===== src/rtl/instr_sequencer_pkg.sv =====
// Shared types and opcode constants for the instruction sequencer and its executors.
package instr_sequencer_pkg;

    // Opcode classes; CLS_NOP doubles as the idle/reset value of the latched class.
    typedef enum logic [2:0] {
        CLS_NOP  = 3'd0,
        CLS_LD   = 3'd1,
        CLS_MOV  = 3'd2,
        CLS_ALU  = 3'd3,
        CLS_HALT = 3'd4
    } op_class_e;

    typedef enum logic [3:0] {
        ST_IDLE  = 4'd0,
        ST_FA    = 4'd1,
        ST_FR    = 4'd2,
        ST_FI    = 4'd3,
        ST_DEC   = 4'd4,
        ST_DSP   = 4'd5,
        ST_WT    = 4'd6,
        ST_HALT  = 4'd7,
        ST_FAULT = 4'd8
    } seq_state_e;

    localparam logic [3:0] OP_NOP    = 4'b0000;
    localparam logic [3:0] OP_LD_LO  = 4'b0001;
    localparam logic [3:0] OP_LD_HI  = 4'b0011;
    localparam logic [3:0] OP_MOV_LO = 4'b0100;
    localparam logic [3:0] OP_MOV_HI = 4'b0111;
    localparam logic [3:0] OP_HALT   = 4'b1000;
    localparam logic [3:0] OP_ALU_LO = 4'b1001;
    localparam logic [3:0] OP_ALU_HI = 4'b1111;

    // Map a 4-bit opcode onto the executor class that owns it.
    function automatic op_class_e decode_op(input logic [3:0] op);
        op_class_e cls;
        cls = CLS_NOP;
        case (op) inside
            OP_NOP:                 cls = CLS_NOP;
            [OP_LD_LO:OP_LD_HI]:    cls = CLS_LD;
            [OP_MOV_LO:OP_MOV_HI]:  cls = CLS_MOV;
            OP_HALT:                cls = CLS_HALT;
            [OP_ALU_LO:OP_ALU_HI]:  cls = CLS_ALU;
            default:                cls = CLS_NOP;
        endcase
        return cls;
    endfunction

endpackage


===== src/rtl/instr_sequencer_if.sv =====
// Fetch bus and executor start/done handshake between the sequencer and its neighbours.
interface instr_sequencer_if;
    logic [15:0] instr;
    logic        mem_ready;
    logic        PC_out;
    logic        MAR_in;
    logic        mem_rd;
    logic        IR_in;
    logic        PC_inc;
    logic        alu_start;
    logic        mov_start;
    logic        ld_start;
    logic        alu_done;
    logic        mov_done;
    logic        ld_done;

    // Sequencer side.
    modport master (
        input  instr, mem_ready, alu_done, mov_done, ld_done,
        output PC_out, MAR_in, mem_rd, IR_in, PC_inc,
        output alu_start, mov_start, ld_start
    );

    // Memory / executor side.
    modport slave (
        output instr, mem_ready, alu_done, mov_done, ld_done,
        input  PC_out, MAR_in, mem_rd, IR_in, PC_inc,
        input  alu_start, mov_start, ld_start
    );
endinterface


===== src/rtl/instr_sequencer_watchdog.sv =====
// Dispatch watchdog: cleared while dispatching, counts up while waiting for done,
// and flags expiry once the count reaches TIMEOUT-1.
module seq_watchdog #(
    parameter int TIMEOUT = 32
) (
    input  logic clk,
    input  logic rst,
    input  logic clr,
    input  logic en,
    output logic expired
);
    localparam int W = $clog2(TIMEOUT);
    localparam logic [W-1:0] LAST = W'(TIMEOUT - 1);

    logic [W-1:0] count;

    // Count up while enabled; hold at the last value so the count never wraps.
    always_ff @(posedge clk or negedge rst) begin
        if (!rst) begin
            count <= '0;
        end else if (clr) begin
            count <= '0;
        end else if (en && !expired) begin
            count <= count + 1'b1;
        end
    end

    assign expired = (count == LAST);

endmodule


===== src/rtl/instr_sequencer.sv =====
// Instruction sequencer: fetches, decodes and dispatches one instruction at a time
// to the ALU, move or load executor, with a watchdog on every dispatch.
//
// state    | meaning
// ---------+-------------------------------------------------------------
// IDLE     | stopped at an instruction boundary, waiting for run
// FA       | fetch address: PC onto bus, MAR loads
// FR       | fetch read: memory read until mem_ready
// FI       | fetch into IR, PC increments
// DEC      | decode opcode; NOP retires here, HALT stops here
// DSP      | one-cycle start pulse to the latched executor, watchdog cleared
// WT       | wait for the dispatched executor's done, watchdog running
// HALT     | terminal, HALT opcode executed
// FAULT    | terminal, executor never answered
module instr_sequencer
    import instr_sequencer_pkg::*;
#(
    parameter int TIMEOUT = 32
) (
    input  logic                clk,
    input  logic                rst,
    input  logic                run,
    instr_sequencer_if.master   bus,
    output logic                busy,
    output logic                halted,
    output logic                fault,
    output logic [15:0]         instr_cnt
);

    seq_state_e state;
    seq_state_e state_nxt;
    op_class_e  cls;
    op_class_e  dec_cls;
    logic       done_sel;
    logic       retire;
    logic       wd_clr;
    logic       wd_en;
    logic       wd_expired;
    logic       unused_instr_bits;

    // Only the opcode nibble matters here; operand bits belong to the executors.
    assign unused_instr_bits = ^bus.instr[11:0];
    assign dec_cls           = decode_op(bus.instr[15:12]);
    assign wd_clr            = (state == ST_DSP);
    assign wd_en             = (state == ST_WT);

    seq_watchdog #(
        .TIMEOUT (TIMEOUT)
    ) u_watchdog (
        .clk     (clk),
        .rst     (rst),
        .clr     (wd_clr),
        .en      (wd_en),
        .expired (wd_expired)
    );

    // Select the done line of the dispatched executor; all others are ignored.
    always_comb begin
        done_sel = 1'b0;
        case (cls)
            CLS_ALU: done_sel = bus.alu_done;
            CLS_MOV: done_sel = bus.mov_done;
            CLS_LD:  done_sel = bus.ld_done;
            default: done_sel = 1'b0;
        endcase
    end

    // Next-state and retire decision; run is only looked at in IDLE and on retire.
    always_comb begin
        state_nxt = state;
        retire    = 1'b0;
        case (state)
            ST_IDLE:  if (run) state_nxt = ST_FA;
            ST_FA:    state_nxt = ST_FR;
            ST_FR:    if (bus.mem_ready) state_nxt = ST_FI;
            ST_FI:    state_nxt = ST_DEC;
            ST_DEC: begin
                case (dec_cls)
                    CLS_NOP:  retire    = 1'b1;
                    CLS_HALT: state_nxt = ST_HALT;
                    default:  state_nxt = ST_DSP;
                endcase
            end
            ST_DSP:   state_nxt = ST_WT;
            ST_WT: begin
                // done in the expiry cycle still retires the instruction
                if (done_sel) begin
                    retire = 1'b1;
                end else if (wd_expired) begin
                    state_nxt = ST_FAULT;
                end
            end
            ST_HALT:  state_nxt = ST_HALT;
            ST_FAULT: state_nxt = ST_FAULT;
            default:  state_nxt = ST_IDLE;
        endcase
        if (retire) begin
            state_nxt = run ? ST_FA : ST_IDLE;
        end
    end

    // State, latched class, retire counter and all outputs registered from the next state.
    always_ff @(posedge clk or negedge rst) begin
        if (!rst) begin
            state         <= ST_IDLE;
            cls           <= CLS_NOP;
            instr_cnt     <= '0;
            bus.PC_out    <= 1'b0;
            bus.MAR_in    <= 1'b0;
            bus.mem_rd    <= 1'b0;
            bus.IR_in     <= 1'b0;
            bus.PC_inc    <= 1'b0;
            bus.alu_start <= 1'b0;
            bus.mov_start <= 1'b0;
            bus.ld_start  <= 1'b0;
            busy          <= 1'b0;
            halted        <= 1'b0;
            fault         <= 1'b0;
        end else begin
            state <= state_nxt;
            // Class is frozen for DSP/WT so later instr changes cannot redirect the handshake.
            if ((state == ST_DEC) && (state_nxt == ST_DSP)) begin
                cls <= dec_cls;
            end
            if (retire) begin
                instr_cnt <= instr_cnt + 16'd1;
            end
            bus.PC_out    <= (state_nxt == ST_FA);
            bus.MAR_in    <= (state_nxt == ST_FA);
            bus.mem_rd    <= (state_nxt == ST_FR);
            bus.IR_in     <= (state_nxt == ST_FI);
            bus.PC_inc    <= (state_nxt == ST_FI);
            // DSP is only entered from DEC, so dec_cls is the class being latched.
            bus.alu_start <= (state_nxt == ST_DSP) && (dec_cls == CLS_ALU);
            bus.mov_start <= (state_nxt == ST_DSP) && (dec_cls == CLS_MOV);
            bus.ld_start  <= (state_nxt == ST_DSP) && (dec_cls == CLS_LD);
            busy          <= (state_nxt != ST_IDLE) && (state_nxt != ST_HALT)
                             && (state_nxt != ST_FAULT);
            halted        <= (state_nxt == ST_HALT);
            fault         <= (state_nxt == ST_FAULT);
        end
    end

endmodule


===== src/flat_wrapper.sv =====
// flat-port wrapper written by rule: the top's interface ports become plain ports
module instr_sequencer_flat import instr_sequencer_pkg::*;
#(
    parameter int TIMEOUT = 32
)
  (clk, rst, run, busy, halted, fault, instr_cnt, bus_instr, bus_mem_ready, bus_alu_done, bus_mov_done, bus_ld_done, bus_PC_out, bus_MAR_in, bus_mem_rd, bus_IR_in, bus_PC_inc, bus_alu_start, bus_mov_start, bus_ld_start);
  instr_sequencer_if bus_i ();
  input  logic clk;
  input  logic rst;
  input  logic run;
  output logic busy;
  output logic halted;
  output logic fault;
  output logic [15:0] instr_cnt;
  input wire logic [$bits(bus_i.instr)-1:0] bus_instr;
  input wire logic [$bits(bus_i.mem_ready)-1:0] bus_mem_ready;
  input wire logic [$bits(bus_i.alu_done)-1:0] bus_alu_done;
  input wire logic [$bits(bus_i.mov_done)-1:0] bus_mov_done;
  input wire logic [$bits(bus_i.ld_done)-1:0] bus_ld_done;
  output wire logic [$bits(bus_i.PC_out)-1:0] bus_PC_out;
  output wire logic [$bits(bus_i.MAR_in)-1:0] bus_MAR_in;
  output wire logic [$bits(bus_i.mem_rd)-1:0] bus_mem_rd;
  output wire logic [$bits(bus_i.IR_in)-1:0] bus_IR_in;
  output wire logic [$bits(bus_i.PC_inc)-1:0] bus_PC_inc;
  output wire logic [$bits(bus_i.alu_start)-1:0] bus_alu_start;
  output wire logic [$bits(bus_i.mov_start)-1:0] bus_mov_start;
  output wire logic [$bits(bus_i.ld_start)-1:0] bus_ld_start;
  assign bus_i.instr = bus_instr;
  assign bus_i.mem_ready = bus_mem_ready;
  assign bus_i.alu_done = bus_alu_done;
  assign bus_i.mov_done = bus_mov_done;
  assign bus_i.ld_done = bus_ld_done;
  assign bus_PC_out = bus_i.PC_out;
  assign bus_MAR_in = bus_i.MAR_in;
  assign bus_mem_rd = bus_i.mem_rd;
  assign bus_IR_in = bus_i.IR_in;
  assign bus_PC_inc = bus_i.PC_inc;
  assign bus_alu_start = bus_i.alu_start;
  assign bus_mov_start = bus_i.mov_start;
  assign bus_ld_start = bus_i.ld_start;
  instr_sequencer #(.TIMEOUT(TIMEOUT)) u_core (.clk(clk), .rst(rst), .run(run), .bus(bus_i), .busy(busy), .halted(halted), .fault(fault), .instr_cnt(instr_cnt));
endmodule

===== config.mk =====
export PLATFORM = sky130hd
export DESIGN_NAME = instr_sequencer_flat
export DESIGN_NICKNAME = d
export VERILOG_FILES = /design/src/rtl/instr_sequencer_pkg.sv /design/src/rtl/instr_sequencer_if.sv /design/src/rtl/instr_sequencer_watchdog.sv /design/src/rtl/instr_sequencer.sv /design/src/flat_wrapper.sv
export SDC_FILE = /design/constraint.sdc
export NUM_CORES = 1
export LEC_CHECK = 0
export CAP_MARGIN = 20
export CORE_MARGIN = 2
export CORE_UTILIZATION = 50
export CTS_CLUSTER_SIZE = 8
export DETAILED_ROUTE_END_ITERATION = 7
export PLACE_DENSITY = 0.82
export SLEW_MARGIN = 0
export SYNTH_ARGS = -nofsm -noshare
export SYNTH_HDL_FRONTEND = slang
export SYNTH_SLANG_ARGS = --single-unit

===== constraint.sdc =====
create_clock -name clk -period 4.2 [get_ports clk]
set_input_delay 0.63 -clock clk [delete_from_list [all_inputs] [get_ports clk]]
set_output_delay 0.63 -clock clk [all_outputs]
set_load 0.1 [all_outputs]

==> run metrics <==
#FFs+latches synth=37; Synth Net Count=203; die height=65.4 um; fin crit share=64.1%; Final Wtd Congestion=0.809; Post-synth top flop=dfrtp_1; crit start category=input pin; vias in the first global route=1346; CP Max Fanout=11; Slew headroom=34.1%; dpl hpwl=2620 um; unrepaired setup endpoints after global routing=false; initial antenna violation count=0; placed instance area=2270 um2; share of layout cells above drive strength 1=8.37%; Rows=22; CP bufs+invs=1; worst hold path type=flip-flop to flip-flop; Core ar.=3630 um2; Max Fclk=0.371 GHz; worst vdd ir=0.685 mV; Non-Filler Cell Area, Final=2350 um2; first-pass GRT wire length=6480 um; Final ANT Viol Nets=0; Hold WS=0.469 ns; Tightest Pin Transition=0.985 ns; crit path cell chain=clkdlybuf4s50_1 > nor4_1 > nor2_1 > or4_4 > nor4b_1 > xor2_1; Pre-antenna DRT Iters=4; H-tree depth=2; Clock Tree Buf Depth=2; largest net degree at the start of global routing=38; Area Growth Syn to Fin=24.5%; crit path kind=input pin to flip-flop; Global Route Usage Sum=20.1%; Post-synth ARST share=100%; status=completed; cts hold-fix bufs=0; Critical Path AT=2.91 ns; Seq/Total Area, Yosys=49.1%; delay-heaviest family, CP=simple AND/OR/NAND/NOR gates; Clock Sinks=37; critical path required time=4.42 ns; endpoints failing hold=0; Synth cell types=48; clock-pin transition on the worst setup and hold timing paths=0.07 ns; Synth Warn #=0; P per Cell Area=724 nW/um2; endpoint class of the critical path=flip-flop; num ports=50; die width=65.4 um; total gr overflow=0; setup TNS=0 ns; Final Skew=0.00400 ns; DRC viols=0; cells after synthesis=177; clock latency on the worst-skew pair=0.29 ns; count of non-filler cells in the finished layout=263; # resized after CTS=0; CP peak stage delay=0.65 ns; fillers=321; die area=4280 um2; post-route minimum period=2.69 ns; Setup-failing EPs final=0; Slew Viols, Final=0; # diodes=0; Post-CTS Setup Inserts=0; Leak Pwr=1.06 nW; final setup margin=1.51 ns; starting density of the core=51.9%; pre-CTS setup slack=1.21 ns; clock buffer count from CTS=5; syn avg cell area=10.7 um2; Nets=240; Routed Wire Length=3730 um; TritonCTS clock tree=done; Routed WL per cell=14.2 um; port bufs=37; Vias/cell=5.58; initial drt markers=86; number of enable flip-flop cells after synthesis=0; root buf cell=clkbuf_8; dpl cells=255; max-cap violations=0; DR vias=1467; slowest CP cell=or4_4; synthesized area=1890 um2
## Yosys cell counts (2+ instances only)
cell      count  area share (%)
o211ai_1      2            0.80
mux2_2        3             1.8
nand3_1       6             1.6
nor3b_1       3             1.2
nand4_1       3            0.99
buf_4         5             2.0
nand2_1      11             2.2
ha_1          3             2.0
a21oi_1       3            0.80
inv_1         5            0.99
o21ai_0      10             2.7
nor3_1       11             2.9
nor4_1        3            0.99
a22oi_1       3             1.2
nor2b_1       5             1.7
and2_1        2            0.66
nor2_1       13             2.6
nor4b_1       2            0.93
and3_1        3            0.99
dfrtp_1      37              49
xor2_1       13             6.0
nor4_4        2             2.3
nand2b_1      3            0.99
xnor2_1       2            0.93
## final cells by class
class,instances,area (um2),share of cell area [%]
sequential,37,926,39.4
tap,48,60.1,2.56
inverter,5,18.8,0.799
timing repair buffer,38,378,16.1
clock buffer,6,72.6,3.09
multi-input combinational,127,885,37.6
clock inverter,2,10.0,0.426
## metal layers
metal | up-vias | global-route usage, % | wire [um]
met1 | 712 | 27.9 | 1760
met4 | 0 | 8.33 | 71
met3 | 7 | 6.85 | 187
li1 | 712 | - | -
met5 | - | 0 | 0
met2 | 36 | 29.0 | 1710
## report_power, final
| group | switching (mW) | leakage (nW) | internal, mW |
|---|---|---|---|
| Combinational | 0.632 | 0.530 | 0.268 |
| Clock | 0.120 | 0.0450 | 0.115 |
| Sequential | 0.122 | 0.482 | 0.445 |
## sequential cells by signal (all words and copies together), names as in the netlist
register / count
u_core.bus.IR_in: 1
u_core.bus.ld_start: 1
u_core.halted: 1
u_core.bus.mem_rd: 1
u_core.bus.alu_start: 1
u_core.u_watchdog.count: 5
u_core.bus.PC_out: 1
u_core.state: 4
u_core.fault: 1
u_core.bus.mov_start: 1
u_core.cls: 3
u_core.busy: 1
u_core.instr_cnt: 16
## path summary, 6_finish.rpt
path / from / slack, ns / to / depth (start not counted)
worst max-delay path: bus_instr[12] / 1.51 / u_core.instr_cnt[11]$_DFFE_PN0P_ / 6
worst min-delay path: u_core.instr_cnt[15]$_DFFE_PN0P_ / 0.47 / u_core.instr_cnt[15]$_DFFE_PN0P_ / 1
worst max register to register: u_core.u_watchdog.count[0]$_DFFE_PN0P_ / 1.60 / u_core.cls[0]$_DFFE_PN0P_ / 8
worst min register to register: u_core.instr_cnt[15]$_DFFE_PN0P_ / 0.47 / u_core.instr_cnt[15]$_DFFE_PN0P_ / 1
max in group asynchronous: rst / 3.14 / u_core.u_watchdog.count[1]$_DFFE_PN0P_ / 2
min in group asynchronous: rst / 0.75 / u_core.instr_cnt[4]$_DFFE_PN0P_ / 2
## cell usage in the layout, fill, tap and decap left out, types with 6 or more instances in the layout
| cell type | netlist | layout |
|---|---|---|
| clkdlybuf4s50_1 | 0 | 37 |
| dfrtp_1 | 37 | 37 |
| nor2_1 | 13 | 13 |
| xor2_1 | 13 | 13 |
| nor3_1 | 11 | 11 |
| nand2_1 | 11 | 11 |
| o21ai_0 | 10 | 10 |
| nand3_1 | 6 | 6 |
## logic make-up after synthesis
kind of cell,synth area share (%)
adders and majority gates,1.99
muxes,2.92
buffers and inverters,4.04
AOI/OAI and AO/OA,11.3
DFF,49.1
xor gates and xnor gates,6.96
and+or+nand+nor,23.7
## through the flow
stage                     utilization [%]  power, mW
after CTS                            64.7       1.71
after global routing                 64.7       1.81
after detailed placement             62.4       1.47
after floorplan                         -       1.28
final                                64.7       1.70
after global placement               62.4       1.45
Note: power is estimated with default switching activity, not from simulation.
